[config.mk]
export PLATFORM = sky130hd
export DESIGN_NAME = fetch_unit_flat
export DESIGN_NICKNAME = d
export VERILOG_FILES = /design/src/rtl/fetch_if.sv /design/src/rtl/fetch_unit.sv /design/src/flat_wrapper.sv
export SDC_FILE = /design/constraint.sdc
export NUM_CORES = 1
export LEC_CHECK = 0
export CORE_MARGIN = 4
export CORE_UTILIZATION = 40
export DETAILED_ROUTE_END_ITERATION = 8
export PLACE_DENSITY = 0.67
export SLEW_MARGIN = 10
export SYNTH_ARGS = -nofsm -noshare
export SYNTH_HDL_FRONTEND = slang
export SYNTH_SLANG_ARGS = --single-unit
[constraint.sdc]
create_clock -name clk -period 8.93 [get_ports clk]
set_input_delay 2.2325 -clock clk [delete_from_list [all_inputs] [get_ports clk]]
set_output_delay 2.2325 -clock clk [all_outputs]
set_load 0.01 [all_outputs]
[src/rtl/fetch_if.sv]
// Handshake bundle between the fetch unit, instruction memory, the decoder and
// the redirect source. master = fetch unit side, slave = environment side.
interface fetch_if;
  logic        imem_req;
  logic [31:0] imem_addr;
  logic        imem_rvalid;
  logic [31:0] imem_rdata;
  logic        stall;
  logic        redirect_valid;
  logic [31:0] redirect_pc;
  logic [31:0] instruction;
  logic        inst_valid;
  logic [31:0] pc;
  logic [31:0] pc_plus4;
  logic        misaligned;

  modport master (
    output imem_req, imem_addr, instruction, inst_valid, pc, pc_plus4, misaligned,
    input  imem_rvalid, imem_rdata, stall, redirect_valid, redirect_pc
  );

  modport slave (
    input  imem_req, imem_addr, instruction, inst_valid, pc, pc_plus4, misaligned,
    output imem_rvalid, imem_rdata, stall, redirect_valid, redirect_pc
  );
endinterface

[src/rtl/fetch_unit.sv]
// Instruction fetch stage: owns the fetch PC, issues one outstanding imem read at a
// time and presents a registered instruction/pc slot (plus a 1-entry skid) to decode.
module fetch_unit #(
  parameter logic [31:0] RESET_PC  = 32'h0000_0000,
  parameter logic [31:0] NOP_INSTR = 32'h0000_0013
) (
  input  logic     clk,
  input  logic     rst,
  fetch_if.master  bus
);

  typedef enum logic [2:0] {IDLE, FETCH, STALLED, DRAIN, HALT} state_t;

  state_t      state;
  logic [31:0] fetch_pc;
  logic [31:0] target_pc;
  logic        req_q;
  logic [31:0] instr_q;
  logic [31:0] pc_q;
  logic        valid_q;
  logic [31:0] skid_instr;
  logic [31:0] skid_pc;
  logic        skid_valid;
  logic        misaligned_q;

  logic consume;
  logic slot_free;

  assign consume   = valid_q & ~bus.stall;
  assign slot_free = ~valid_q | ~bus.stall;

  assign bus.imem_req    = req_q;
  assign bus.imem_addr   = fetch_pc;
  assign bus.instruction = instr_q;
  assign bus.inst_valid  = valid_q;
  assign bus.pc          = pc_q;
  assign bus.pc_plus4    = pc_q + 32'd4;
  assign bus.misaligned  = misaligned_q;

  always_ff @(posedge clk or posedge rst) begin
    if (rst) begin
      state        <= IDLE;
      fetch_pc     <= RESET_PC;
      target_pc    <= RESET_PC;
      req_q        <= 1'b0;
      instr_q      <= NOP_INSTR;
      pc_q         <= RESET_PC;
      valid_q      <= 1'b0;
      // NOTE: the skid payload is reset too; it is only a few flops and keeps X out of the slot.
      skid_instr   <= NOP_INSTR;
      skid_pc      <= RESET_PC;
      skid_valid   <= 1'b0;
      misaligned_q <= 1'b0;
    end else if (bus.redirect_valid && state != HALT) begin
      // Redirect outranks stall and rvalid: flush slot and skid in every case.
      valid_q    <= 1'b0;
      instr_q    <= NOP_INSTR;
      skid_valid <= 1'b0;
      if (bus.redirect_pc[1:0] != 2'b00) begin
        misaligned_q <= 1'b1;
        req_q        <= 1'b0;
        state        <= HALT;
      end else if ((state == FETCH || state == DRAIN) && !bus.imem_rvalid) begin
        // Request still in flight: keep it on the bus, retire it, then jump.
        target_pc <= bus.redirect_pc;
        req_q     <= 1'b1;
        state     <= DRAIN;
      end else begin
        fetch_pc <= bus.redirect_pc;
        req_q    <= 1'b1;
        state    <= FETCH;
      end
    end else begin
      case (state)
        IDLE: begin
          req_q <= 1'b1;
          state <= FETCH;
        end
        FETCH: begin
          if (bus.imem_rvalid) begin
            fetch_pc <= fetch_pc + 32'd4;
            if (slot_free) begin
              instr_q <= bus.imem_rdata;
              pc_q    <= fetch_pc;
              valid_q <= 1'b1;
            end else begin
              skid_instr <= bus.imem_rdata;
              skid_pc    <= fetch_pc;
              skid_valid <= 1'b1;
              req_q      <= 1'b0;
              state      <= STALLED;
            end
          end else if (consume) begin
            valid_q <= 1'b0;
            instr_q <= NOP_INSTR;
          end
        end
        STALLED: begin
          if (consume) begin
            instr_q    <= skid_instr;
            pc_q       <= skid_pc;
            valid_q    <= skid_valid;
            skid_valid <= 1'b0;
            req_q      <= 1'b1;
            state      <= FETCH;
          end
        end
        DRAIN: begin
          if (consume) begin
            valid_q <= 1'b0;
            instr_q <= NOP_INSTR;
          end
          if (bus.imem_rvalid) begin
            fetch_pc <= target_pc;
            state    <= FETCH;
          end
        end
        HALT: begin
          req_q   <= 1'b0;
          valid_q <= 1'b0;
          instr_q <= NOP_INSTR;
        end
        default: begin
          req_q <= 1'b0;
          state <= IDLE;
        end
      endcase
    end
  end

endmodule

[src/flat_wrapper.sv]
// flat-port wrapper written by rule: the top's interface ports become plain ports
module fetch_unit_flat 
#(
  parameter logic [31:0] RESET_PC  = 32'h0000_0000,
  parameter logic [31:0] NOP_INSTR = 32'h0000_0013
)
  (clk, rst, bus_imem_req, bus_imem_addr, bus_instruction, bus_inst_valid, bus_pc, bus_pc_plus4, bus_misaligned, bus_imem_rvalid, bus_imem_rdata, bus_stall, bus_redirect_valid, bus_redirect_pc);
  fetch_if bus_i ();
  input  logic clk;
  input  logic rst;
  output wire logic [$bits(bus_i.imem_req)-1:0] bus_imem_req;
  output wire logic [$bits(bus_i.imem_addr)-1:0] bus_imem_addr;
  output wire logic [$bits(bus_i.instruction)-1:0] bus_instruction;
  output wire logic [$bits(bus_i.inst_valid)-1:0] bus_inst_valid;
  output wire logic [$bits(bus_i.pc)-1:0] bus_pc;
  output wire logic [$bits(bus_i.pc_plus4)-1:0] bus_pc_plus4;
  output wire logic [$bits(bus_i.misaligned)-1:0] bus_misaligned;
  input wire logic [$bits(bus_i.imem_rvalid)-1:0] bus_imem_rvalid;
  input wire logic [$bits(bus_i.imem_rdata)-1:0] bus_imem_rdata;
  input wire logic [$bits(bus_i.stall)-1:0] bus_stall;
  input wire logic [$bits(bus_i.redirect_valid)-1:0] bus_redirect_valid;
  input wire logic [$bits(bus_i.redirect_pc)-1:0] bus_redirect_pc;
  assign bus_imem_req = bus_i.imem_req;
  assign bus_imem_addr = bus_i.imem_addr;
  assign bus_instruction = bus_i.instruction;
  assign bus_inst_valid = bus_i.inst_valid;
  assign bus_pc = bus_i.pc;
  assign bus_pc_plus4 = bus_i.pc_plus4;
  assign bus_misaligned = bus_i.misaligned;
  assign bus_i.imem_rvalid = bus_imem_rvalid;
  assign bus_i.imem_rdata = bus_imem_rdata;
  assign bus_i.stall = bus_stall;
  assign bus_i.redirect_valid = bus_redirect_valid;
  assign bus_i.redirect_pc = bus_redirect_pc;
  fetch_unit #(.RESET_PC(RESET_PC), .NOP_INSTR(NOP_INSTR)) u_core (.clk(clk), .rst(rst), .bus(bus_i));
endmodule
==> results of run 1 <==
where the power goes:
part | leakage [nW] | total (mW) | internal (mW) | switching [mW]
sequential | 2.72 | 1.00 | 0.925 | 0.0756
clock | 0.293 | 0.783 | 0.403 | 0.380
combinational | 2.32 | 0.238 | 0.127 | 0.110
layout make-up:
| cell class | instances | area share (%) |
|---|---|---|
| inverters | 9 | 0.324 |
| clock buffers | 17 | 3.34 |
| flip-flops and latches | 199 | 39.1 |
| clock inverters | 15 | 1.42 |
| well taps | 324 | 3.18 |
| multi-input cells | 635 | 36.3 |
| repair buffers | 210 | 16.3 |
metrics by stage:
stage	setup WS, ns	cell area, µm²	hold WS, ns	instances	power, mW
finish	3.91	12700	0.478	1409	2.02
global route	3.61	12700	0.507	1409	2.11
CTS	3.86	12700	0.481	1409	2.04
floorplan	1.28	9900	0.454	911	1.11
global placement	3.82	12100	0.457	1377	1.25
detailed placement	3.81	12100	0.460	1377	1.25
worst reg2reg max path: stages (launching register included):
cell and delay [ns]:
dfrtp_1 0.71, nor3b_2 0.27, buf_4 0.75, a21oi_1 0.26, a211oi_4 0.21, buf_4 0.52, nor2_1 0.12, a21oi_1 0.13
cells by family (layout without fill, tap and decap cells):
logic type               count (synthesis)  after routing  share of synthesized area (%)
AND/OR/NAND/NOR                        236            236                           12.4
AO/OA/AOI/OAI                          224            224                           15.5
flip-flops                             199            199                           50.4
multiplexers                           126            126                           14.0
buffers and inverters                   77            251                           3.25
XOR/XNOR                                47             47                           4.16
adder cells (fa/ha/maj)                  2              2                          0.253
synthesized netlist by cell type, types with 17 or more instances:
cell       count  area share (%)
nand4_1       17             1.1
a22oi_1       37             2.8
o2bb2ai_1     32             2.8
mux2_2        96              11
buf_2         17            0.86
clkbuf_1      41             1.6
mux2i_1       30             3.0
dfrtp_1      193              49
xnor2_1       31             2.7
nand3_1       29             1.5
o21ai_0       37             1.9
nand2_1       42             1.6
a21oi_1       61             3.1
nor2_1        71             2.7
per-layer routing:
layer  vias to the layer above  track usage (%)  wire length [µm]
li1                       3690                -                 -
met1                      3884             29.2             12600
met2                       230             29.7             12300
met3                        20             2.85              1540
met4                         0             4.91               337
met5                         -                0                 0
path summary, 6_finish.rpt:
kind | startpoint | to | slack (ns) | cells after the start
setup / recovery | u_core.bus.pc[14]$_DFFE_PP0P_ | bus_pc_plus4[27] | 3.91 | 6
hold / removal | u_core.bus.misaligned$_DFFE_PP0P_ | u_core.bus.misaligned$_DFFE_PP0P_ | 0.48 | 1
setup reg to reg | u_core.state[1]$_DFFE_PP0P_ | u_core.bus.pc[17]$_DFFE_PP0P_ | 5.88 | 7
hold reg to reg | u_core.bus.misaligned$_DFFE_PP0P_ | u_core.bus.misaligned$_DFFE_PP0P_ | 0.48 | 1
max in group asynchronous | rst | u_core.bus.imem_addr[28]$_DFFE_PP0P_ | 5.12 | 3
min in group asynchronous | rst | u_core.bus.instruction[9]$_DFFE_PP0P_ | 2.42 | 2
sequential cells by signal (all words and copies together), names as in the netlist:
name,cells
u_core.bus.misaligned,1
u_core.bus.instruction,32
u_core.skid_instr,32
u_core.bus.imem_req,1
u_core.skid_pc,32
u_core.target_pc,32
u_core.bus.inst_valid,1
u_core.state,3
u_core.skid_valid,1
u_core.bus.pc,32
u_core.bus.imem_addr,32
==> flow_summary.json, run 1 <==
{
  "cpPeakStageDelay_ns": 0.55,
  "viasPerCell": 5.55,
  "initial_core_util_pct": 40.7,
  "cts_buffers": 17,
  "path_max_fanout": 7,
  "tns_ns": 0,
  "yosys.cell_types.count": 66,
  "relSlewSlack_pct": 16.4,
  "final_cell_mix": "clkdlybuf4s50_1, dfrtp_1, mux2_2",
  "cts_root_buf": "clkbuf_16",
  "power_density_mw_per_mm2": 159,
  "drive_above_1_share_pct": 14.8,
  "finClkSkew_ns": 0.0117,
  "ys_warn_count": 0,
  "syn_area_per_cell_um2": 10.9,
  "drv_cap": 0,
  "ant_nets": 0,
  "dr.pass1.iters": 5,
  "fp.dieH_um": 165,
  "dpl.hpwl_um": 18400,
  "ctsHoldBuffers": 0,
  "worstPathCellList": "nand4_1 -> nor4_1 -> and2_0 -> and3_1 -> xor2_1 -> clkdlybuf4s50_1",
  "wire_per_inst_um": 19.0,
  "synth_edf_count": 0,
  "critPathKind": "reg -> out",
  "drtIter0Drc": 721,
  "cts_sinks": 199,
  "nNetsFinal": 1143,
  "cp.required_ns": 6.70,
  "dieArea_mm2": 0.0273,
  "cts_resized": 0,
  "rows": 57,
  "fin_crit_sh_pct": 56.2,
  "worst_pin_slew_ns": 1.25,
  "drc": 0,
  "final_max_slew_viol_count": 0,
  "min_path_type": "reg -> reg",
  "n_fill_cell": 2189,
  "layout_commonest_cell": "clkdlybuf4s50_1",
  "gp_congestion": 0.808,
  "multi_input_area_mm2": 0.00463,
  "ys_ff_latch": 199,
  "max-vdd-ir-drop_mv": 0.125,
  "clock_latency_ns": 0.43,
  "cts_setup_buffers": 0,
  "syn_area_mm2": 0.00990,
  "clockBufferDepth": 2,
  "core_area_mm2": 0.0243,
  "antenna_found_initial": 0,
  "io_buffers": 199,
  "fmax_mhz": 199,
  "cts_tree": "yes",
  "utilization_pct": 52.4,
  "area.sequential_mm2": 0.00499,
  "status": "finished, final reports clean",
  "grt_pass1_wl_um": 42000,
  "vias": 7824,
  "rsz0062_at_grt": "false",
  "syn_inst": 911,
  "clk_pin_slew_worst_paths_ns": 0.08,
  "start_kind": "register",
  "arrival_ns": 2.79,
  "power.leakage_nw": 5.34,
  "io_pins": 200,
  "min_period_ns": 5.02,
  "fp.dieW_um": 165,
  "htree_levels": 4,
  "grt_pass1_vias": 7444,
  "ys.flop_type": "dfrtp_1",
  "path_delay_family": "simple AND/OR/NAND/NOR gates",
  "routed_wirelength_um": 26700,
  "setup_viol": 0,
  "synth_fp_nets": 982,
  "yosysSeqAreaShare_pct": 50.4,
  "endpoint_kind": "output port",
  "hold_violations": 0,
  "grt_max_degree": 139,
  "worst-path-buf-inv": 1,
  "diodes": 0,
  "cp_slowest_cell": "clkdlybuf4s50_1",
  "syn_to_final_growth_pct": 28.8,
  "grt_overflow": 0,
  "grt_util_all_layers_pct": 19.5,
  "ys_async_sr_fraction_pct": 100
}
Power figures use the tool's default switching activity.
==> run 2: changes to the inputs <==
--- a/config.mk
+++ b/config.mk
@@ -8,7 +8,7 @@
 export CORE_MARGIN = 4
 export CORE_UTILIZATION = 40
 export DETAILED_ROUTE_END_ITERATION = 8
-export PLACE_DENSITY = 0.67
+export PLACE_DENSITY = 0.69
 export SLEW_MARGIN = 10
 export SYNTH_ARGS = -nofsm -noshare
 export SYNTH_HDL_FRONTEND = slang
==> constraint.sdc (replaced) <==
create_clock -name clk -period 4.29 [get_ports clk]
set_input_delay 1.0725 -clock clk [delete_from_list [all_inputs] [get_ports clk]]
set_output_delay 1.0725 -clock clk [all_outputs]
set_load 0.01 [all_outputs]
==> run 2 against run 1 <==
Compared with the run above: core utilization is 0.31 points higher; clock skew is 0.0018 ns lower; clock power is 100% higher; total power is 110% higher; first-iteration DRC count is 11% higher; combinational power is 110% higher; design area is 0.60% higher; critical path depth stayed put; setup slack worse by 3.5 ns; worst hold slack better by 0.0036 ns; wire length is 1.3% higher; critical endpoint unchanged; highest routed layer unchanged.
==> flow_summary.json, run 2 (synthesis gave the netlist of run 1 again) <==
{
  "rsz0062_at_grt": "false",
  "reg2reg_slack_ns": 1.74,
  "p_int_mw": 2.99,
  "swShare_pct": 28.4,
  "viasPerCell": 5.55,
  "cts_tree": "yes",
  "arrival_ns": 2.78,
  "crit_end": "bus_pc_plus4[27]",
  "path_max_fanout": 7,
  "clk_pin_slew_worst_paths_ns": 0.08,
  "htree_levels": 4,
  "initial_core_util_pct": 40.7,
  "dieArea_mm2": 0.0273,
  "clockBufferDepth": 2,
  "p_total_mw": 4.18,
  "rows": 57,
  "min_from": "u_core.bus.misaligned$_DFFE_PP0P_",
  "met3WireLength_um": 1260,
  "relSlewSlack_pct": 37.8,
  "dr.pass1.iters": 5,
  "min_path_type": "reg -> reg",
  "cp-startpoint": "u_core.bus.pc[9]$_DFFE_PP0P_",
  "cp.required_ns": 3.22,
  "io_buffers": 199,
  "final_max_slew_viol_count": 0,
  "fp.dieW_um": 165,
  "drc": 0,
  "pwr-share-seq_pct": 49.9,
  "grt_max_degree": 101,
  "grt_util_all_layers_pct": 19.7,
  "rr_endpoint": "u_core.skid_pc[13]$_DFFE_PP0P_",
  "utilization_pct": 52.7,
  "cts_sinks": 199,
  "finClkSkew_ns": 0.00990,
  "tns_ns": 0,
  "cts_setup_buffers": 0,
  "drv_cap": 0,
  "setup_viol": 0,
  "p_switching_mw": 1.19,
  "reg2reg_from": "u_core.state[0]$_DFFE_PP0P_",
  "fin_crit_sh_pct": 89.8,
  "fp.dieH_um": 165,
  "fmax_mhz": 260,
  "core_area_mm2": 0.0243,
  "clock_latency_ns": 0.44,
  "endpoint_kind": "output port",
  "power.leakage_nw": 5.37,
  "antenna_found_initial": 1,
  "ant_nets": 0,
  "p_comb_share_pct": 12.0,
  "worst_pin_slew_ns": 0.933,
  "grt_pass1_vias": 7632,
  "grt_overflow": 0,
  "start_kind": "register",
  "hold_violations": 0,
  "layout_commonest_cell": "clkdlybuf4s50_1",
  "r2r_cells": 5,
  "final_cell_mix": "clkdlybuf4s50_1, dfrtp_1, mux2_2",
  "status": "finished, final reports clean",
  "cts_resized": 0,
  "grt_pass1_wl_um": 42400,
  "wl_met1_um": 12900,
  "pwr-share-clk_pct": 38.1,
  "nNetsFinal": 1149,
  "wl_met2_um": 12500,
  "min_period_ns": 3.85,
  "ctsHoldBuffers": 0,
  "critPathKind": "reg -> out",
  "max-vdd-ir-drop_mv": 0.262,
  "gp_congestion": 0.835,
  "wire_per_inst_um": 19.1,
  "syn_to_final_growth_pct": 29.5,
  "top_layer_used": "met4",
  "drive_above_1_share_pct": 15.3,
  "power_density_mw_per_mm2": 326,
  "drtIter0Drc": 797,
  "cts_buffers": 17,
  "cts_root_buf": "clkbuf_16",
  "dpl.hpwl_um": 18900,
  "routed_wirelength_um": 27100,
  "io_pins": 200,
  "vias": 7858
}
==> run 2: cell types whose count changed in the layout (fill, tap and decap cells not counted) <==
cell,previous run,this run
bufinv_16,1,0
clkbuf_8,0,1
diode_2,0,1
buf_4,11,13
buf_12,0,4
inv_8,4,5
clkinv_8,3,2
==> run 2: power groups by stage <==
stage	combinational, mW	sequential (mW)	clock, mW
final	0.501	2.08	1.59
after global routing	0.553	2.09	1.70
after CTS	0.507	2.08	1.62
after detailed placement	0.502	2.11	0
after global placement	0.497	2.11	0
after floorplan	0.266	2.05	0
==> run 2: how the worst min path moves through the flow <==
stage	to	slack, ns	cells after the start
after CTS	u_core.bus.misaligned$_DFFE_PP0P_	0.48	1
final	u_core.bus.misaligned$_DFFE_PP0P_	0.48	1
after detailed placement	u_core.bus.misaligned$_DFFE_PP0P_	0.46	1
after global routing	u_core.target_pc[12]$_DFFE_PP0P_	0.51	1
after floorplan	u_core.target_pc[0]$_DFFE_PP0P_	0.45	1
after global placement	u_core.bus.misaligned$_DFFE_PP0P_	0.46	1
==> run 2: metal layers <==
metal | GRT usage, % | vias up
met2 | 30.4 | 216
li1 | - | 3702
met4 | 5.41 | 0
met3 | 2.78 | 32
met5 | 0 | -
met1 | 29.1 | 3908
==> run 2: area by class of cell <==
type	count	area (µm²)
sequential	199	4990
clock inverter	14	150
inverter	9	37.5
timing repair buffer	216	2170
tap	324	405
multi-input combinational	635	4630
clock buffer	18	439
antenna	1	2.50
fill	2173	11500
==> run 2: metrics by stage <==
| step | std cells | worst slack [ns] | hold slack [ns] | area (µm²) |
|---|---|---|---|---|
| after floorplan | 911 | 0.648 | 0.454 | 9900 |
| after global placement | 1383 | 0.832 | 0.457 | 12200 |
| after detailed placement | 1383 | 0.688 | 0.463 | 12200 |
| after CTS | 1415 | 0.377 | 0.485 | 12800 |
| after global routing | 1416 | 0.127 | 0.512 | 12800 |
| final | 1416 | 0.438 | 0.482 | 12800 |
==> run 2: worst max-delay path, stage by stage (launching register included) <==
cell	delay (ns)
dfrtp_1	0.49
nand4_1	0.18
nor4_1	0.43
and2_0	0.35
and3_1	0.21
xor2_1	0.14
clkdlybuf4s50_1	0.55
==> run 3: changes to the inputs <==
--- a/config.mk
+++ b/config.mk
@@ -7,6 +7,7 @@
 export LEC_CHECK = 0
 export CORE_MARGIN = 4
 export CORE_UTILIZATION = 40
+export CTS_CLUSTER_DIAMETER = 60
 export DETAILED_ROUTE_END_ITERATION = 8
 export PLACE_DENSITY = 0.69
 export SLEW_MARGIN = 10
==> results of run 3 <==
The final DEF is identical to that of run 2; final timing and power are the same.
